## src/rtl/sba_mem_bridge.sv

```systemverilog
// sba_mem_bridge: bridges 64-bit debug-module SBA accesses onto a 32-bit memory port as LO/HI beats.
// Ports: clk_i/rst_ni (async active-low); sba_* request/grant/response side; mem_* 32-bit beat side.
// Writes are only supported when SBA_MEM_BRIDGE_WRITE_EN is defined; otherwise they answer with err=1.
module sba_mem_bridge #(
  parameter int unsigned MemAddrWidth = 16,
  parameter logic [63:0] MemBase      = 64'h0,
  parameter logic [63:0] MemSize      = 64'h4000,
  parameter int unsigned MemLatency   = 1
) (
  input  logic                    clk_i,
  input  logic                    rst_ni,
  input  logic                    sba_req_i,
  input  logic                    sba_we_i,
  input  logic [63:0]             sba_addr_i,
  input  logic [63:0]             sba_wdata_i,
  input  logic [7:0]              sba_be_i,
  output logic                    sba_gnt_o,
  output logic                    sba_rvalid_o,
  output logic [63:0]             sba_rdata_o,
  output logic                    sba_err_o,
  output logic                    mem_req_o,
  output logic                    mem_we_o,
  output logic [MemAddrWidth-1:0] mem_addr_o,
  output logic [31:0]             mem_wdata_o,
  output logic [3:0]              mem_be_o,
  input  logic [31:0]             mem_rdata_i
);
  typedef enum logic [2:0] {IDLE, LO, LOWAIT, HI, HIWAIT, RESP} state_e;
  state_e state_q, state_d;
  logic [1:0] cnt_q, cnt_d;
  logic we_q, we_d, err_q, err_d;
  logic [MemAddrWidth-4:0] off_q, off_d;
  logic [63:0] wdata_q, wdata_d, rdata_q, rdata_d;
  logic [7:0] be_q, be_d;
  logic [64:0] diff;
  logic in_range, hi;
`ifdef SBA_MEM_BRIDGE_WRITE_EN
  localparam logic WrEn = 1'b1;
  assign mem_we_o = mem_req_o & we_q;
`else
  localparam logic WrEn = 1'b0;
  assign mem_we_o = 1'b0;
`endif
  // 65-bit subtraction: the borrow bit flags addr < MemBase without overflow at the top of the map
  assign diff = {1'b0, sba_addr_i} - {1'b0, MemBase};
  assign in_range = !diff[64] && diff[63:0] < MemSize;
  assign hi = state_q == HI;
  assign sba_gnt_o = rst_ni && state_q == IDLE && sba_req_i;
  assign sba_rvalid_o = state_q == RESP;
  assign sba_rdata_o = rdata_q;
  assign sba_err_o = err_q;
  assign mem_req_o = state_q == LO || state_q == HI;
  assign mem_addr_o = {off_q, hi, 2'b00};
  assign mem_wdata_o = hi ? wdata_q[63:32] : wdata_q[31:0];
  assign mem_be_o = !we_q ? 4'hF : hi ? be_q[7:4] : be_q[3:0];
  always_comb begin
    state_d = state_q;
    cnt_d = cnt_q;
    we_d = we_q;
    err_d = err_q;
    off_d = off_q;
    wdata_d = wdata_q;
    be_d = be_q;
    rdata_d = rdata_q;
    case (state_q)
      IDLE: if (sba_req_i) begin
        we_d = sba_we_i;
        off_d = diff[MemAddrWidth-1:3];
        wdata_d = sba_wdata_i;
        be_d = sba_be_i;
        rdata_d = '0;
        err_d = !in_range || (sba_we_i && !WrEn);
        state_d = err_d ? RESP : !sba_we_i ? LO : |sba_be_i[3:0] ? LO : |sba_be_i[7:4] ? HI : RESP;
      end
      LO: begin
        cnt_d = '0;
        state_d = !we_q ? LOWAIT : |be_q[7:4] ? HI : RESP;
      end
      LOWAIT: begin
        cnt_d = cnt_q + 2'd1;
        if (cnt_q == 2'(MemLatency - 1)) begin
          rdata_d[31:0] = mem_rdata_i;
          cnt_d = '0;
          state_d = HI;
        end
      end
      HI: state_d = we_q ? RESP : HIWAIT;
      HIWAIT: begin
        cnt_d = cnt_q + 2'd1;
        if (cnt_q == 2'(MemLatency - 1)) begin
          rdata_d[63:32] = mem_rdata_i;
          cnt_d = '0;
          state_d = RESP;
        end
      end
      default: state_d = IDLE;
    endcase
  end
  always_ff @(posedge clk_i or negedge rst_ni) begin
    if (!rst_ni) begin
      state_q <= IDLE;
      cnt_q <= '0;
      we_q <= 1'b0;
      err_q <= 1'b0;
      off_q <= '0;
      wdata_q <= '0;
      be_q <= '0;
      rdata_q <= '0;
    end else begin
      state_q <= state_d;
      cnt_q <= cnt_d;
      we_q <= we_d;
      err_q <= err_d;
      off_q <= off_d;
      wdata_q <= wdata_d;
      be_q <= be_d;
      rdata_q <= rdata_d;
    end
  end
endmodule

```

## config.mk

```make
export PLATFORM = sky130hd
export DESIGN_NAME = sba_mem_bridge
export DESIGN_NICKNAME = d
export VERILOG_FILES = /design/src/rtl/sba_mem_bridge.sv
export SDC_FILE = /design/constraint.sdc
export NUM_CORES = 1
export LEC_CHECK = 0
export CORE_MARGIN = 5
export CORE_UTILIZATION = 46
export CTS_BUF_LIST = sky130_fd_sc_hd__clkbuf_4
export DETAILED_ROUTE_END_ITERATION = 10
export HOLD_SLACK_MARGIN = 0.12
export PLACE_DENSITY = 0.95
export SYNTH_ARGS = -nofsm -noshare
export SYNTH_HDL_FRONTEND = slang
export SYNTH_SLANG_ARGS = --single-unit
```

## constraint.sdc

```tcl
create_clock -name clk_i -period 3.9 [get_ports clk_i]
set_input_delay 0.78 -clock clk_i [delete_from_list [all_inputs] [get_ports clk_i]]
set_output_delay 0.78 -clock clk_i [all_outputs]
set_load 0.05 [all_outputs]
```

==> flow_metrics.env <==
export IMPL_final_area_um2=9769
export IMPL_whs_ns=0.5123
export IMPL_tritoncts="yes"
export IMPL_status="complete, no violations"
export IMPL_finalWirelength_mm=18.53
export IMPL_die_w_um=128.3
export IMPL_p_int_mw=4.753
export IMPL_place_gp_congestion=0.8312
export IMPL_wire_per_inst_um=18.68
export IMPL_pwr_share_seq=0.315
export IMPL_fin_util=0.7065
export IMPL_grt_start_max_net_pins=89
export IMPL_r2r_end="wdata_q[14]"
export IMPL_syn_area_um2=6440
export IMPL_cp_data_required_time_ns=3.12
export IMPL_cap_violations=0
export IMPL_grt_ovfl_total=0
export IMPL_vias=5217
export IMPL_postRouteAntennaNets=0
export IMPL_drc_errors=0
export IMPL_start_util=0.4657
export IMPL_rsz0062_at_grt="no"
export IMPL_dp_hpwl_mm=13.84
export IMPL_clkTransAtPathRegs_ns=0.14
export IMPL_hold_viol_final=0
export IMPL_place_inst=957
export IMPL_hp_start="wdata_q[21]"
export IMPL_p_per_area_nw_per_um2=914.2
export IMPL_power_net_switching_mw=4.179
export IMPL_worstHoldEndpoint="wdata_q[21]"
export IMPL_via_per_inst=5.259
export IMPL_critPathCaptureType="output pin"
export IMPL_switching_share=0.4679
export IMPL_hold_path_class="flop to flop"
export IMPL_layout_drive_gt1_share=0.2025
export IMPL_die_y_um=128.3
export IMPL_tightest_slew_ns=0.7577
export IMPL_synthArstFlopShare=1.000
export IMPL_leakagePower_nw=4.286
export IMPL_rows=43
export IMPL_die_area_um2=16470
export IMPL_worstSetupStartpointType="flop"
export IMPL_nets=971
export IMPL_first_iter_violations=269
export IMPL_routed_wl_met2_mm=9.817
export IMPL_clockPowerShare=0.111
export IMPL_routed_top_layer="met4"
export IMPL_ys_dominant_reg_cell="dfrtp_1"
export IMPL_arrival_ns=2.60
export IMPL_critical_path_class="flop to output pin"
export IMPL_dpl_cell_area_um2=9465
export IMPL_grt_use_total=0.2261
export IMPL_dr_pass1_iters=4
export IMPL_worst_r2r_path_depth=4
export IMPL_ios=293
export IMPL_clock_sinks=156
export IMPL_antenna_found_initial=2
export IMPL_final_common_cell="clkdlybuf4s50_1"
export IMPL_root_buffer="clkbuf_4"
export IMPL_clock_fmax_mhz=295.7
export IMPL_seq_area_frac_synth=0.6062
export IMPL_mostFrequentLayoutCells="clkdlybuf4s50_1 (247), dfrtp_1 (156), nand2_1 (111), mux2_2 (80), a22o_1 (64)"
export IMPL_reg2reg_slack_ns=1.98
export IMPL_insertion_delay_ns=0.55
export IMPL_synth_edf_count=0
export IMPL_slew_headroom=0.4949
export IMPL_vdd_drop_max_uv=461.2
export IMPL_numPortBuffers=286
export IMPL_synth_cell_types=34
export IMPL_core_um2=13830
export IMPL_ys_warn_count=0
export IMPL_post_route_period_util=0.8672
export IMPL_syn_to_final_growth_pct=51.70
export IMPL_syn_inst=517
export IMPL_finalClockSkew_ns=0.01396
export IMPL_wirelength_met1_mm=6.644
export IMPL_setup_violations=0
export IMPL_clockBufferDepth=2
export IMPL_whs_path_depth=1
export IMPL_worstReg2RegStart="state_q[1]"
export IMPL_cts_made_buffers=17
export IMPL_min_period_ns=3.382
export IMPL_cp_max_fo=37
export IMPL_syn_area_per_cell_um2=12.46
export IMPL_finalNonFillerCells=992
export IMPL_setup_tns_ns=0
export IMPL_wl_met3_mm=1.597
export IMPL_drv_slew=0
export IMPL_grt_pass1_wl_mm=28.66
export IMPL_htreeDepth=4
export IMPL_ys_ff_latch=156
export IMPL_grt_pass1_vias=5481
export IMPL_combPwrFrac=0.574
## flip-flops by register name (all words and copies together) (netlist names)
| name | flops |
|---|---|
| state_q | 3 |
| we_q | 1 |
| wdata_q | 64 |
| off_q | 13 |
| sba_err_o | 1 |
| cnt_q | 2 |
| sba_rdata_o | 64 |
| be_q | 8 |
## final cells by class
| cell class | count | area, µm² |
|---|---|---|
| timing repair buffer | 295 | 2989 |
| clock inverter | 15 | 161.4 |
| tap | 180 | 225.2 |
| multi-input combinational | 323 | 2342 |
| antenna | 2 | 5.005 |
| sequential | 156 | 3904 |
| inverter | 4 | 15.01 |
| clock buffer | 17 | 127.6 |
| fill | 951 | 4058 |
## synth_stat cells, types with 2 or more instances
cell type  count  area (µm²)
and3_1         2       12.51
nor2_1         5       18.77
buf_2         25       125.1
o21ai_0        4       20.02
buf_4          7       52.55
mux2_1         7       78.83
nor4_1        14       87.58
o22ai_1        3       18.77
nand4_1        2       12.51
clkbuf_1       4       15.01
dfrtp_1      156        3904
nand2_1      111       416.7
nand3_1        6       30.03
ha_1           2       25.02
a21oi_1        5       25.02
inv_1          3       11.26
nand2b_1       2       12.51
mux2_2        80       900.9
a22o_1        64       560.5
## critical path, stage by stage (launching register included)
cell     delay [ns]
dfrtp_1        0.61
and2b_1        0.36
nand2_2        0.08
inv_2          0.52
nand2_1        0.17
nand2_1        0.14
buf_12         0.14
## power groups by stage
stage | clock network [mW] | logic, mW | registers (mW)
after CTS | 1.03 | 5.18 | 2.82
after detailed placement | 0 | 5.17 | 2.85
after global routing | 1.10 | 5.40 | 2.91
after floorplan | 0 | 2.33 | 3.83
after global placement | 0 | 5.09 | 2.81
final | 0.992 | 5.12 | 2.82
## per-stage QoR
step / setup WS, ns / total power [mW]
after floorplan: 1.155 / 6.163
after global placement: 1.143 / 7.893
after detailed placement: 1.106 / 8.019
after CTS: 0.4537 / 9.023
after global routing: 0.2830 / 9.404
final: 0.5180 / 8.931
## cell families (layout without fill, tap and decap cells)
kind of cell / Yosys count / after routing / share of synthesized area
flops: 156 / 156 / 0.6062
fa+ha+maj: 2 / 2 / 0.003885
buf+inv: 40 / 331 / 0.03225
simple gates: 150 / 150 / 0.1018
mux: 87 / 87 / 0.1521
other cells: 1 / 5 / 0.0005823
compound gates: 81 / 81 / 0.1032
## layer usage
metal  vias to the layer above  track usage
met5                         -            0
met4                         0      0.08552
met3                        32      0.07000
met2                       241       0.3920
met1                      2544       0.2631
li1                       2400            -
## what timing repair did
item	in CTS	in global routing
hold buffers	1	0
endpoints found under the hold margin	44	0
buffers inserted	0	0
gates resized for setup	0	0
## worst max path at each step
| stage | cells after the start | startpoint | slack (ns) | to |
|---|---|---|---|---|
| floorplan | 7 | state_q[2] | 1.15 | mem_wdata_o[22] |
| global placement | 6 | state_q[2] | 1.14 | mem_be_o[2] |
| detailed placement | 6 | state_q[2] | 1.11 | mem_wdata_o[25] |
| CTS | 6 | state_q[2] | 0.45 | mem_wdata_o[25] |
| global route | 6 | state_q[2] | 0.28 | mem_be_o[0] |
| finish | 6 | state_q[2] | 0.52 | mem_wdata_o[25] |
Note: power is estimated with default switching activity, not from simulation.
